## src/rtl/seq_pattern_gen.sv

```systemverilog
// seq_pattern_gen: serial MSB-first pattern transmitter with repetition count and optional zero gap
module seq_pattern_gen #(
    parameter int               WIDTH   = 4,
    parameter logic [WIDTH-1:0] PATTERN = 4'b1011,
    parameter int               CNT_W   = 8,
    parameter int               GAP     = 0
) (
    input  logic             clk,
    input  logic             reset,
    input  logic             load,
    input  logic [WIDTH-1:0] pat_in,
    input  logic             start,
    input  logic [CNT_W-1:0] rep_in,
    input  logic             abort,
    output logic             dout,
    output logic             dvalid,
    output logic             busy,
    output logic             done
);
    localparam int IW = $clog2(WIDTH);
    localparam int GW = GAP > 1 ? $clog2(GAP) : 1;
    typedef enum logic [1:0] {IDLE, SHIFT, GAPS} state_t;
    state_t           state;
    logic [WIDTH-1:0] pat;
    logic [IW-1:0]    idx;
    logic [CNT_W-1:0] reps;
    logic [GW-1:0]    gcnt;
    logic             fin;
    // dout lags the state by one cycle, so done is raised from fin once the last bit has been shown
    always_ff @(posedge clk or negedge reset)
        if (!reset) begin
            state  <= IDLE;
            pat    <= PATTERN;
            idx    <= '0;
            reps   <= '0;
            gcnt   <= '0;
            fin    <= 1'b0;
            dout   <= 1'b0;
            dvalid <= 1'b0;
            busy   <= 1'b0;
            done   <= 1'b0;
        end else if (abort) begin
            state  <= IDLE;
            fin    <= 1'b0;
            dout   <= 1'b0;
            dvalid <= 1'b0;
            busy   <= 1'b0;
            done   <= 1'b0;
        end else begin
            dout   <= 1'b0;
            dvalid <= 1'b0;
            done   <= 1'b0;
            case (state)
                IDLE: begin
                    fin  <= 1'b0;
                    done <= fin;
                    if (load) pat <= pat_in;
                    if (start && !fin) begin
                        if (rep_in == '0) done <= 1'b1;
                        else begin
                            reps  <= rep_in;
                            idx   <= IW'(WIDTH - 1);
                            state <= SHIFT;
                            busy  <= 1'b1;
                        end
                    end
                end
                SHIFT: begin
                    dout   <= pat[idx];
                    dvalid <= 1'b1;
                    if (idx != '0) idx <= idx - 1'b1;
                    else begin
                        reps <= reps - 1'b1;
                        idx  <= IW'(WIDTH - 1);
                        if (reps == CNT_W'(1)) begin
                            state <= IDLE;
                            busy  <= 1'b0;
                            fin   <= 1'b1;
                        end else if (GAP > 0) begin
                            state <= GAPS;
                            gcnt  <= GW'(GAP > 0 ? GAP - 1 : 0);
                        end
                    end
                end
                GAPS: begin
                    if (gcnt == '0) state <= SHIFT;
                    else gcnt <= gcnt - 1'b1;
                end
                default: state <= IDLE;
            endcase
        end
endmodule

```

## config.mk

```make
export PLATFORM = sky130hd
export DESIGN_NAME = seq_pattern_gen
export DESIGN_NICKNAME = d
export VERILOG_FILES = /design/src/rtl/seq_pattern_gen.sv
export SDC_FILE = /design/constraint.sdc
export NUM_CORES = 1
export LEC_CHECK = 0
export ABC_AREA = 1
export CAP_MARGIN = 20
export CORE_MARGIN = 2
export CORE_UTILIZATION = 34
export DETAILED_ROUTE_END_ITERATION = 8
export PLACE_DENSITY = 0.54
export SETUP_SLACK_MARGIN = 0.02
export SLEW_MARGIN = 20
export SYNTH_ARGS = -nofsm -noshare
export SYNTH_HDL_FRONTEND = slang
export SYNTH_SLANG_ARGS = --single-unit
```

## constraint.sdc

```tcl
create_clock -name clk -period 1.2 [get_ports clk]
set_input_delay 0.18 -clock clk [delete_from_list [all_inputs] [get_ports clk]]
set_output_delay 0.18 -clock clk [all_outputs]
set_load 0.02 [all_outputs]
```

==> results of run 1 <==
## per-stage QoR
step / TNS, ps / setup slack [ps]
5_1_grt: -475.7 / -56.91
3_5_place_dp: -3880 / -297.8
3_3_place_gp: -3514 / -293.1
6_report: -1.956 / -1.956
4_1_cts: 0 / 21.07
2_1_floorplan: 0 / 21.86
## power by group through the flow
stage | clock [mW] | sequential [mW] | combinational, mW
6_report | 0.320 | 0.960 | 1.20
5_1_grt | 0.372 | 0.983 | 1.33
4_1_cts | 0.337 | 0.942 | 1.05
3_5_place_dp | 0 | 0.944 | 0.964
3_3_place_gp | 0 | 0.943 | 0.952
2_1_floorplan | 0 | 0.928 | 0.536
## registers in the layout, summed over array words and instances, names as in the netlist
| register | count |
|---|---|
| dvalid | 1 |
| dout | 1 |
| reps | 8 |
| idx | 2 |
| pat | 4 |
| done | 1 |
| fin | 1 |
| busy | 1 |
## layout by cell type (no fill, tap or decap), types with 2 or more instances in the layout
master / instances
nand2_1: 30
buf_4: 26
clkdlybuf4s50_1: 16
dfrtp_1: 14
inv_1: 13
nor2_1: 12
nand3_1: 12
o21ai_1: 9
nand2_2: 8
inv_2: 7
o21ai_0: 7
nor2_2: 5
mux2_2: 4
nor2_4: 3
clkbuf_4: 3
dfstp_2: 3
a21oi_1: 2
nand2_4: 2
nand3_2: 2
ha_1: 2
dfrtp_2: 2
clkbuf_2: 2
buf_6: 2
## cell families (layout without fill, tap and decap cells)
logic type | Yosys count | in the layout | share of synthesized area (%)
compound gates | 20 | 20 | 9.255
simple gates | 79 | 80 | 31.83
fa+ha+maj | 3 | 3 | 3.386
mux | 4 | 4 | 4.063
buf+inv | 22 | 73 | 8.239
flops | 19 | 19 | 43.23
## metal layers
metal	vias to the layer above	GRT usage, %
met5	-	0
met4	0	5.901
met3	4	5.042
met2	13	27.51
met1	522	18.74
li1	575	-
## critical path: stages (launching register included)
cell and delay [ps]:
dfrtp_1 450, nor2_2 160, buf_4 140, nand4_1 80, nand3_1 90, nand2_1 60
nand2_1 80, nand2_2 50
## cells in the mapped netlist
master | instances | area share (%)
mux2_2 | 4 | 4.1
o21ai_1 | 4 | 1.8
ha_1 | 3 | 3.4
nand3_4 | 1 | 1.6
o21ai_0 | 13 | 5.9
nor2_4 | 1 | 1.0
nand4_1 | 1 | 0.56
a21oi_1 | 2 | 0.90
nand2_2 | 3 | 1.7
or2_2 | 1 | 0.56
and2_1 | 1 | 0.56
nand3_1 | 14 | 6.3
buf_2 | 1 | 0.45
o21a_1 | 1 | 0.68
nor2_1 | 19 | 6.4
dfrtp_1 | 16 | 36
nand2_1 | 36 | 12
inv_2 | 1 | 0.34
dfstp_2 | 3 | 7.1
inv_1 | 19 | 6.4
buf_6 | 1 | 1.0
nor3_1 | 2 | 0.90
## layout make-up
type / count / area (sq um) / share of cell area, %
Multi-Input combinational cell: 107 / 628.1 / 37.19
Tap cell: 44 / 55.05 / 3.259
Inverter: 20 / 75.07 / 4.444
Clock buffer: 4 / 26.28 / 1.556
Sequential cell: 19 / 481.7 / 28.52
Timing Repair Buffer: 49 / 422.9 / 25.04
## timing repair
item	4_1_cts	5_1_grt
hold endpoints to repair	0	0
gates cloned	0	1
resized for setup	20	29
setup endpoints to repair	18	14
pin swaps	0	12
buffers inserted	1	4
hold buffers	0	0
## path summary, 6_finish.rpt
kind                       startpoint  endpoint  slack (ps)  cells after the start
setup / recovery              reps[3]   reps[6]          -2                      7
hold / removal                  reset   reps[4]         200                      2
setup reg to reg              reps[3]   reps[6]          -2                      7
hold reg to reg                pat[2]    pat[2]         540                      1
max in group asynchronous       reset    pat[1]         780                      2
min in group clk            pat_in[0]    pat[0]         490                      2
==> reports/metrics.cfg, run 1 <==
[synth]
syn-num-nets=167
syn-instance-count=147
synth.avg_cell_area_sq_um=7.541
ys_ff_latch=19
netlist_area_sq_mm=0.001109
yosysWarnings=0
synth_cell_types=22
yosysSeqAreaShare_pct=43.23

[grt]
first_global_vias=1044
antenna_found_initial=0
grt_pass1_wl_mm=4.333
grt-ovfl-total=0
grtUsageTotal_pct=16.03
grt_max_degree=20

[timing]
rsz0062_at_grt=true
fmax_mhz=832.0
setup_violations=1
period_minus_slack_ps=1202
worst_pin_slew_ps=263.8
slew_headroom_pct=82.36
min_period_over_period_pct=100.2
report.final.hold_viol_count=0
finClkSkew_ps=3.407
holdWs_ps=201.9
slew_viol_final=0
fin_ws_ps=-1.956

[detailed_routing]
num_vias=1114
routed_wl_mm=2.761
met3_length_um=101
antenna_left=0
avgViaCountPerCell=4.584
met2_length_mm=1.355
drtIter0Drc=34
dr.pass1.iters=4
wl_per_cell_um=11.36
highest_layer=met4
met1Wirelength_mm=1.262
drc=0

[placed_design]
io_buffers=20
dp_hpwl_mm=2.055
dpl.cell_count=233
place_congestion=0.9037
placed_cell_area_sq_mm=0.001544

[floorplan]
die_w_um=61.10
rows=20
die_area_sq_mm=0.003733
start_util_pct=36.02
die-height_um=61.10
ios=21
core-area_sq_mm=0.003078

[pwr]
finalPower_mw=2.476
p_seq_share_pct=38.8
combPwrFrac_pct=48.3
power.internal_mw=1.538
power_density_mw_per_mm2=1466
peakVddDrop_v=0.0007543
power_switching_share_pct=37.86
p_sw_mw=0.9375
clkPwrFrac_pct=12.9
p_leak_nw=0.8318

[layout]
utilization_pct=54.88
layout.cells.non_filler=243
layout-area-overhead-vs-synth_pct=52.37
n_antenna_cell=0
fill_cells=314
drive_above_1_share_pct=38.19
final_area_sq_mm=0.001689
nNetsFinal=220

[status]
status=finished with violations
violations=negative setup slack

[clocking]
cts_sinks=19
cts_root_buf=clkbuf_4
path_clk_slew_ps=100
cts_tree=done
clockBufferDepth=2
cts_buffers=3
clk_latency_ps=290
h-tree-depth=1

[critical_path]
crit_required_ps=1400
crit_path_start_kind=register
critPathMaxFanout=4
crit_type=register to register
cp.arrival_ps=1400
cp-end-kind=register

[job]
max-cap-violations=0

[min_path]
hold_path.class=input port to async pin

(Power assumes the default switching activity.)
==> run 2: changes to the inputs <==
--- a/config.mk
+++ b/config.mk
@@ -16,3 +16,4 @@
 export SYNTH_ARGS = -nofsm -noshare
 export SYNTH_HDL_FRONTEND = slang
 export SYNTH_SLANG_ARGS = --single-unit
+export TNS_END_PERCENT = 50
==> run 2 against run 1 <==
Via count stayed put. The flow still finishes with violations (negative setup slack). Core utilization did not move. Sequential share of layout area did not move. Largest cell class unchanged. Flip-flop and latch count did not move. Critical endpoint unchanged.
==> reports/metrics.cfg, run 2 (same netlist as run 1, synthesis figures left out) <==
[grt]
grt_pass1_wl_mm=4.333
antenna_found_initial=0
first_global_vias=1044
grt_max_degree=20
grt-ovfl-total=0
grtUsageTotal_pct=16.03

[layout]
drive_above_1_share_pct=38.19
largestRegisters=reps: 8 flops, pat: 4 flops, idx: 2 flops
layout-area-overhead-vs-synth_pct=52.37
largest-register=reps
nNetsFinal=220
n_antenna_cell=0
utilization_pct=54.88
layout_commonest_cell=nand2_1
largest_reg_flops=8
mostFrequentLayoutCells=30 x nand2_1, 26 x buf_4, 16 x clkdlybuf4s50_1
fill_cells=314

[floorplan]
core-area_sq_mm=0.003078
die_area_sq_mm=0.003733
ios=21
rows=20
start_util_pct=36.02
die_w_um=61.10
die-height_um=61.10

[timing]
worst_pin_slew_ps=263.8
period_minus_slack_ps=1202
rsz0062_at_grt=true
slew_headroom_pct=82.36
finClkSkew_ps=3.407
report.final.hold_viol_count=0
fin_ws_ps=-1.956
setup_violations=1
min_period_over_period_pct=100.2
holdWs_ps=201.9
slew_viol_final=0
finalSetupTns_ps=-1.956
fmax_mhz=832.0

[pwr]
p_leak_nw=0.8318
peakVddDrop_v=0.0007543
finalPower_mw=2.476
power_density_mw_per_mm2=1466

[clocking]
cts_root_buf=clkbuf_4
clk_latency_ps=290
path_clk_slew_ps=100
h-tree-depth=1
clockBufferDepth=2
cts_sinks=19
cts_tree=done
cts_buffers=3

[detailed_routing]
drtIter0Drc=44
avgViaCountPerCell=4.584
antenna_left=0
dr.pass1.iters=4
wl_per_cell_um=11.36
drc=0
routed_wl_mm=2.761
num_vias=1114

[critical_path]
cp.arrival_ps=1400
critPathMaxFanout=4
crit_required_ps=1400
cp-end-kind=register
crit_path_start_kind=register
crit_type=register to register

[job]
max-cap-violations=0

[status]
violations=negative setup slack
status=finished with violations

[min_path]
hold_path.class=input port to async pin

[placed_design]
io_buffers=20
dp_hpwl_mm=2.055
pre_cts_ws_ps=-297.8
place_congestion=0.9037

==> run 2: critical path: stages, from the launching register on <==
cell     delay, ps
dfrtp_1        450
nor2_2         160
buf_4          140
nand4_1         80
nand3_1         90
nand2_1         60
nand2_1         80
nand2_2         50
==> run 2: worst paths after layout <==
path / start / to / depth (start not counted) / slack, ps
setup / recovery: reps[3] / reps[6] / 7 / -2
hold / removal: reset / reps[4] / 2 / 200
setup reg to reg: reps[3] / reps[6] / 7 / -2
hold reg to reg: pat[2] / pat[2] / 1 / 540
max in group asynchronous: reset / pat[1] / 2 / 780
min in group clk: pat_in[0] / pat[0] / 2 / 490
==> run 2: layout make-up <==
cell class | instances | area, sq um | area share [%]
clock buffer | 4 | 26.28 | 1.556
inverter | 20 | 75.07 | 4.444
multi-input combinational | 107 | 628.1 | 37.19
sequential | 19 | 481.7 | 28.52
tap | 44 | 55.05 | 3.259
timing repair buffer | 49 | 422.9 | 25.04
==> run 2: through the flow <==
stage / instance area [sq um] / std cells
finish: 1689 / 243
detailed placement: 1544 / 233
global placement: 1544 / 233
global route: 1689 / 243
CTS: 1610 / 238
floorplan: 1112 / 147
==> run 2: what timing repair did <==
action	in CTS	in global routing
setup endpoints to repair	18	14
gates cloned	0	1
endpoints found under the hold margin	0	0
buffers inserted	1	4
hold buffers	0	0
gates resized for setup	20	29
pin swaps	0	12
==> run 2: power breakdown <==
group / internal [mW] / switching [mW]
Clock: 0.129 / 0.190
Combinational: 0.603 / 0.593
Sequential: 0.806 / 0.154
==> run 2: per-layer routing <==
layer | GRT usage, % | routed length, um | vias to the layer above
li1 | - | - | 575
met1 | 18.74 | 1262 | 522
met2 | 27.51 | 1355 | 13
met3 | 5.042 | 101 | 4
met4 | 5.901 | 40 | 0
met5 | 0 | 0 | -
